### config.mk
export PLATFORM = sky130hd
export DESIGN_NAME = stopwatch_ctrl
export DESIGN_NICKNAME = d
export VERILOG_FILES = /design/src/rtl/stopwatch_ctrl.sv
export SDC_FILE = /design/constraint.sdc
export NUM_CORES = 1
export LEC_CHECK = 0
export CORE_ASPECT_RATIO = 1.25
export CORE_MARGIN = 2
export CORE_UTILIZATION = 30
export DETAILED_ROUTE_END_ITERATION = 16
export MAX_ROUTING_LAYER = met4
export SYNTH_ARGS = -nofsm -noshare
export SYNTH_HDL_FRONTEND = slang
export SYNTH_SLANG_ARGS = --single-unit
### constraint.sdc
create_clock -name clk -period 3 [get_ports clk]
set_clock_uncertainty 0.1 [all_clocks]
set_input_delay 0.75 -clock clk [delete_from_list [all_inputs] [get_ports clk]]
set_output_delay 0.75 -clock clk [all_outputs]
set_load 0.05 [all_outputs]
### src/rtl/stopwatch_ctrl.sv
// stopwatch_ctrl: front end for the two-digit BCD stopwatch counter.
// Divides clk down to the slow count clock (tick_clk) and turns the raw,
// bouncy start/stop button into a registered hold request (interrupt).
// Button path: 2-flop synchronizer -> run-length debouncer -> rising-edge
// press pulse -> two-state run/pause toggle. The divider is free-running and
// never stops, so the downstream counter keeps sampling interrupt while paused.

module stopwatch_ctrl #(
    parameter int HALF_PERIOD = 25_000_000,
    parameter int DEB_CYCLES  = 20
) (
    input  logic clk,
    input  logic rst_n,
    input  logic btn,
    output logic tick_clk,
    output logic interrupt,
    output logic running,
    output logic press
);

    // state       | meaning
    // ST_PAUSED   | counter held, interrupt = 1 (reset state)
    // ST_RUNNING  | counter counting, interrupt = 0
    typedef enum logic {
        ST_RUNNING = 1'b0,
        ST_PAUSED  = 1'b1
    } run_state_e;

    localparam int DEB_W  = $clog2(DEB_CYCLES);
    localparam int PCNT_W = $clog2(HALF_PERIOD + 1);

    // Last count value before a level change is accepted / tick_clk toggles.
    localparam logic [DEB_W-1:0]  DEB_LAST  = DEB_W'(DEB_CYCLES - 1);
    localparam logic [PCNT_W-1:0] PCNT_LAST = PCNT_W'(HALF_PERIOD - 1);

    // synchronizer
    logic s1_q, s1_d;
    logic s2_q, s2_d;

    // debouncer
    logic             db_q, db_d;
    logic [DEB_W-1:0] dcnt_q, dcnt_d;
    logic             accept;

    // press detect and run FSM
    logic       press_q, press_d;
    run_state_e state_q, state_d;
    logic       interrupt_q, interrupt_d;

    // prescaler
    logic [PCNT_W-1:0] pcnt_q, pcnt_d;
    logic              tick_q, tick_d;

    // Synchronizer next state: plain shift, only s2 is used downstream.
    always_comb begin
        s1_d = btn;
        s2_d = s1_q;
    end

    // Synchronizer flops.
    always_ff @(posedge clk or negedge rst_n) begin
        if (!rst_n) begin
            s1_q <= 1'b0;
            s2_q <= 1'b0;
        end else begin
            s1_q <= s1_d;
            s2_q <= s2_d;
        end
    end

    // Debouncer: a new level is taken only after DEB_CYCLES consecutive
    // samples differ from the current level; any matching sample restarts it.
    always_comb begin
        db_d   = db_q;
        dcnt_d = dcnt_q;
        accept = 1'b0;
        if (s2_q == db_q) begin
            dcnt_d = '0;
        end else if (dcnt_q == DEB_LAST) begin
            db_d   = s2_q;
            dcnt_d = '0;
            accept = 1'b1;
        end else begin
            dcnt_d = dcnt_q + 1'b1;
        end
    end

    // Debouncer flops.
    always_ff @(posedge clk or negedge rst_n) begin
        if (!rst_n) begin
            db_q   <= 1'b0;
            dcnt_q <= '0;
        end else begin
            db_q   <= db_d;
            dcnt_q <= dcnt_d;
        end
    end

    // Press pulse and run/pause toggle: an accepted 0->1 level change is a
    // press; accepted releases change nothing here. interrupt is decoded from
    // the next state so that it lands on the same edge as the toggle.
    always_comb begin
        press_d     = accept & s2_q;
        state_d     = state_q;
        if (press_d) begin
            state_d = (state_q == ST_PAUSED) ? ST_RUNNING : ST_PAUSED;
        end
        interrupt_d = (state_d == ST_PAUSED);
    end

    // Run FSM with its registered outputs.
    always_ff @(posedge clk or negedge rst_n) begin
        if (!rst_n) begin
            state_q     <= ST_PAUSED;
            interrupt_q <= 1'b1;
            press_q     <= 1'b0;
        end else begin
            state_q     <= state_d;
            interrupt_q <= interrupt_d;
            press_q     <= press_d;
        end
    end

    // Prescaler: counts 0..HALF_PERIOD-1 and flips tick_clk on wrap, giving a
    // 50% duty clock of period 2*HALF_PERIOD. Runs regardless of run state.
    always_comb begin
        tick_d = tick_q;
        if (pcnt_q == PCNT_LAST) begin
            pcnt_d = '0;
            tick_d = ~tick_q;
        end else begin
            pcnt_d = pcnt_q + 1'b1;
        end
    end

    // Prescaler flops.
    always_ff @(posedge clk or negedge rst_n) begin
        if (!rst_n) begin
            pcnt_q <= '0;
            tick_q <= 1'b0;
        end else begin
            pcnt_q <= pcnt_d;
            tick_q <= tick_d;
        end
    end

    assign tick_clk  = tick_q;
    assign interrupt = interrupt_q;
    assign running   = ~interrupt_q;
    assign press     = press_q;

endmodule

-- Word-level counts from Yosys, hierarchy flattened
Index checks and enable logic that the tools add are counted.
W data, S select, Z words.
- output and inout bits: 4
- input port bits: 3
- word-level logic and storage cells: 24
- register bits after elaboration: 36
- muxes and demuxes: 6
- bitwise gates (word level): 4
- reduce and logical (&&, ||, !) cells: 1
- equal/unequal tests: 3
- $add $sub $neg: 2
- operators by type and width (kind ; number):
    $add A25 B1 Y25 const B ; 1
    $eq A25 B25 Y1 const B ; 1
    $mux W25 ; 1
    $mux W5 ; 2
    $add A5 B1 Y5 const B ; 1
    $eq A5 B5 Y1 const B ; 1
    $mux W1 ; 3
    $not A1 Y1 ; 3
    $reduce_and A2 Y1 ; 1
    $and A1 B1 Y1 ; 1
    $eq A1 B1 Y1 ; 1

-- Depth between registers and ports, before layout
- word-level depth: 4
- mapped depth: 7
- depth with buffers taken out: 5

-- Least setup slack after synthesis
Ideal clock, no wire load.
- path type: register to register
- start: register pcnt_q[7]
- end: register pcnt_q[20]
- arrival: 1.843 ns
- period minus slack after synthesis: 2.072 ns
- setup slack: 0.928 ns
- stages on the path, launching flop included: 6
- required time: 2.770 ns
- library setup time: 0.130 ns
- buffers on the path: 1
- path through: dfrtp_1 -> or4_1 -> or4_4 -> nor3_4 -> buf_6 -> a21oi_1
- cells in the longest elaborated chain, start to end: 2
- elaborated cells on any way between the ends: 3
- those cells by class: 1 x add/sub; 1 x eq/ne; 1 x mux
- RTL lines (what ; line ; source):
    start, declared ; 51 ; logic [PCNT_W-1:0] pcnt_q, pcnt_d;
    start signal, assigned ; 142 ; pcnt_q <= pcnt_d;
    $add A25 B1 Y25 or $eq A25 B25 Y1 (tied branches) ; 132, 128 ;
    $mux W25 * ; 128 ; if (pcnt_q == PCNT_LAST) begin
    net pcnt_d[20] ; 51 ;
The timed path passes the listed nets; every way through them passes the cells marked *.
A chain may end at the register's enable or synchronous reset.

-- Final worst setup path
- start: register interrupt_q, in the netlist interrupt
- end: output port interrupt
- RTL lines (what ; line ; source):
    start, declared ; 48 ; logic interrupt_q, interrupt_d;
    start signal, assigned ; 119 ; interrupt_q <= interrupt_d;
    end, declared ; 16 ; output logic interrupt,
No word-level cell between the ends.

==> impl_metrics.csv <==
group,metric,value,unit
flow_run,max_cap_violations,0,
sta,holdWs,0.253,ns
detailed_routing,dr.first_iter.drc_count,35,
clock_network,cts_buffers,5,
layout,design_area,0.00186,mm²
placement,hpwl,1.94,mm
synth,yosys_warnings,0,
detailed_routing,wl,2.90,mm
global_routing,grt-ovfl-total,0,
global_routing,grt_max_degree,37,
power_and_ir_drop,p_sw,0.178,mW
setup_path,required,2.15,ns
power_and_ir_drop,ir_drop,0.000159,V
detailed_routing,drc_errors,0,
synth,synth-edff-count,0,
detailed_routing,routed_via_density,5.11,
sta,fin_crit_sh,81.7,%
setup_path,rr_endpoint,"pcnt_q[21]",
clock_network,ctsHoldBuffers,0,
layout,final_nets,167,
layout,drive_gt1_share,7.98,%
floorplanning,core_area,0.00537,mm²
detailed_routing,num_vias,1160,
power_and_ir_drop,switching_share,20.7,%
min_path,hold_class,"register to register",
layout,syn_to_final_growth,12.2,%
setup_path,crit_start,"interrupt",
clock_network,clkSinkCount,36,
floorplanning,die_area,0.00615,mm²
floorplanning,die_x,70.5,µm
run_status,run_status,"finished clean",
power_and_ir_drop,p_comb_share,2.1,%
synth,syn_area,0.00166,mm²
sta,rsz0062_at_grt,"no",
layout,fillers,537,
setup_path,crit_path_cell_trace,"clkdlybuf4s50_1",
power_and_ir_drop,pwr_density_cell,462,mW/mm²
synth,synth_cells,153,
power_and_ir_drop,p_int,0.682,mW
clock_network,cts.repair.resized,0,
detailed_routing,postRouteAntennaNets,0,
setup_path,path_buf_inv,1,
clock_network,cts_buffer_depth,2,
setup_path,worst-path-stages,1,
sta,period_needed,2.45,ns
setup_path,cpPeakStageDelay,0.79,ns
synth,synth_ff_type,"dfrtp_1",
setup_path,r2r-start,"pcnt_q[7]",
setup_path,end_kind,"output port",
floorplanning,die_height,87.1,µm
sta,hold_viol,0,
clock_network,root_buffer,"clkbuf_8",
synth,synth_nets,158,
global_routing,track_usage,11.2,%
setup_path,startpoint_type,"register",
setup_path,crit_type,"register to output port",
clock_network,cts_setup_buffers,0,
floorplanning,start_util,30.9,%
sta,tightest_slew,0.799,ns
sta,relSlewSlack,46.7,%
sta,setup_tns,0,ns
clock_network,clk_latency,0.29,ns
layout,antenna_cells,0,
power_and_ir_drop,leakagePower,0.811,nW
placement,port_buffers,6,
detailed_routing,firstDrtPassIters,4,
placement,gp_congestion,0.777,
clock_network,cts_tree,"done",
sta,drv_slew,0,
setup_path,worstPathMaxFanout,2,
synth,ys_seq_elements,36,
setup_path,worstSetupEndpoint,"interrupt",
power_and_ir_drop,clkPwrFrac,40.6,%
sta,finalSetupViolations,0,
setup_path,cp_slowest_cell,"clkdlybuf4s50_1",
global_routing,antenna_found_initial,0,
floorplanning,io_pins,7,
detailed_routing,wl_per_cell,12.8,µm
synth,ys_types,34,
placement,dpl_cell_area,0.00177,mm²
setup_path,rrSetupSlack,0.59,ns
sta,fmax,408,MHz
global_routing,grt_pass1_vias,1132,
global_routing,grt_pass1_wl,5.22,mm
clock_network,clkTransAtPathRegs,0.07,ns
synth,avgSynthCellArea,10.8,µm²
setup_path,reg2reg_depth,4,
setup_path,crit_family,"buffers and inverters",
power_and_ir_drop,p_seq_share,57.3,%
clock_network,h-tree-depth,2,
setup_path,crit_arrival,1.60,ns
floorplanning,placementRows,30,
synth,seq_area_frac_synth,54.4,%
synth,async_flop_share,100,%
## cell families after synthesis
| family | after synthesis | share of synthesized area, % |
|---|---|---|
| simple gates | 67 | 23.5 |
| flops | 36 | 54.4 |
| compound gates | 20 | 7.62 |
| xor+xnor | 18 | 9.50 |
| buf+inv | 8 | 2.26 |
| mux | 2 | 1.28 |
| fa+ha+maj | 2 | 1.51 |
## placed cells by master (no fill, tap or decap), types with 6 or more instances in the layout
cell      Yosys  layout
a21oi_1       7       7
nand3_1      10      10
o31ai_1       6       6
nor2_1       11      11
xor2_1       12      12
xnor2_1       6       6
nand2_1      10      10
nand4_1       7       7
dfrtp_1      35      35
clkbuf_8      0       6
## final cells by class
cell class                 instances  area [µm²]  share of cell area (%)
tap                               64        80.1                    4.30
sequential                        36         902                    48.5
clock buffer                       8        90.1                    4.84
timing repair buffer               6        55.1                    2.96
inverter                           4        15.0                   0.806
multi-input combinational        109         719                    38.6
## synthesized netlist by cell type (all sizes together), types with 4 or more instances
library cell / count / share of area, %
nor2: 11 / 2.5
dfrtp: 35 / 53
o21ai: 4 / 1.2
nand4: 7 / 2.6
and4: 4 / 2.2
xor2: 12 / 6.3
nand2: 10 / 2.3
a21oi: 7 / 2.1
xnor2: 6 / 3.2
o31ai: 6 / 2.7
and2: 4 / 1.5
or4: 6 / 2.9
inv: 4 / 0.90
nand3: 10 / 3.0
## per-layer routing
| layer | vias up | GRT usage, % | part of all wire, % |
|---|---|---|---|
| met5 | - | - | 0 |
| met4 | 0 | 6.47 | 2.7 |
| met3 | 6 | 2.08 | 2.1 |
| met2 | 11 | 18.4 | 51 |
| met1 | 574 | 12.8 | 44 |
| li1 | 569 | - | - |
## metrics by stage
stage,total power [mW],worst slack (ns),util [%],std cells
final,0.860,0.549,34.7,227
after global routing,0.899,0.488,34.7,227
after CTS,0.877,0.533,34.7,227
after detailed placement,0.521,0.547,33.0,219
after global placement,0.521,0.592,33.0,219
after floorplan,0.508,0.928,-,153
## power groups by stage
stage	Combinational (mW)	Clock (mW)	Sequential [mW]
3_5_place_dp	0.0189	0	0.502
6_report	0.0179	0.349	0.493
5_1_grt	0.0223	0.383	0.493
3_3_place_gp	0.0188	0	0.502
2_1_floorplan	0.00606	0	0.502
4_1_cts	0.0191	0.365	0.493
## flip-flops by register name, indices dropped and copies added (netlist names)
name	flops
pcnt_q	25
db_q	1
s1_q	1
interrupt	1
tick_clk	1
s2_q	1
dcnt_q	5
press	1
## worst min-delay path by stage
| stage | to | depth (start not counted) | start | slack [ns] |
|---|---|---|---|---|
| floorplan | s2_q | 0 | s1_q | 0.23 |
| global placement | s2_q | 0 | s1_q | 0.24 |
| detailed placement | s2_q | 0 | s1_q | 0.24 |
| CTS | s2_q | 0 | s1_q | 0.26 |
| global route | s2_q | 0 | s1_q | 0.26 |
| finish | s2_q | 0 | s1_q | 0.25 |
(Power assumes the default switching activity.)
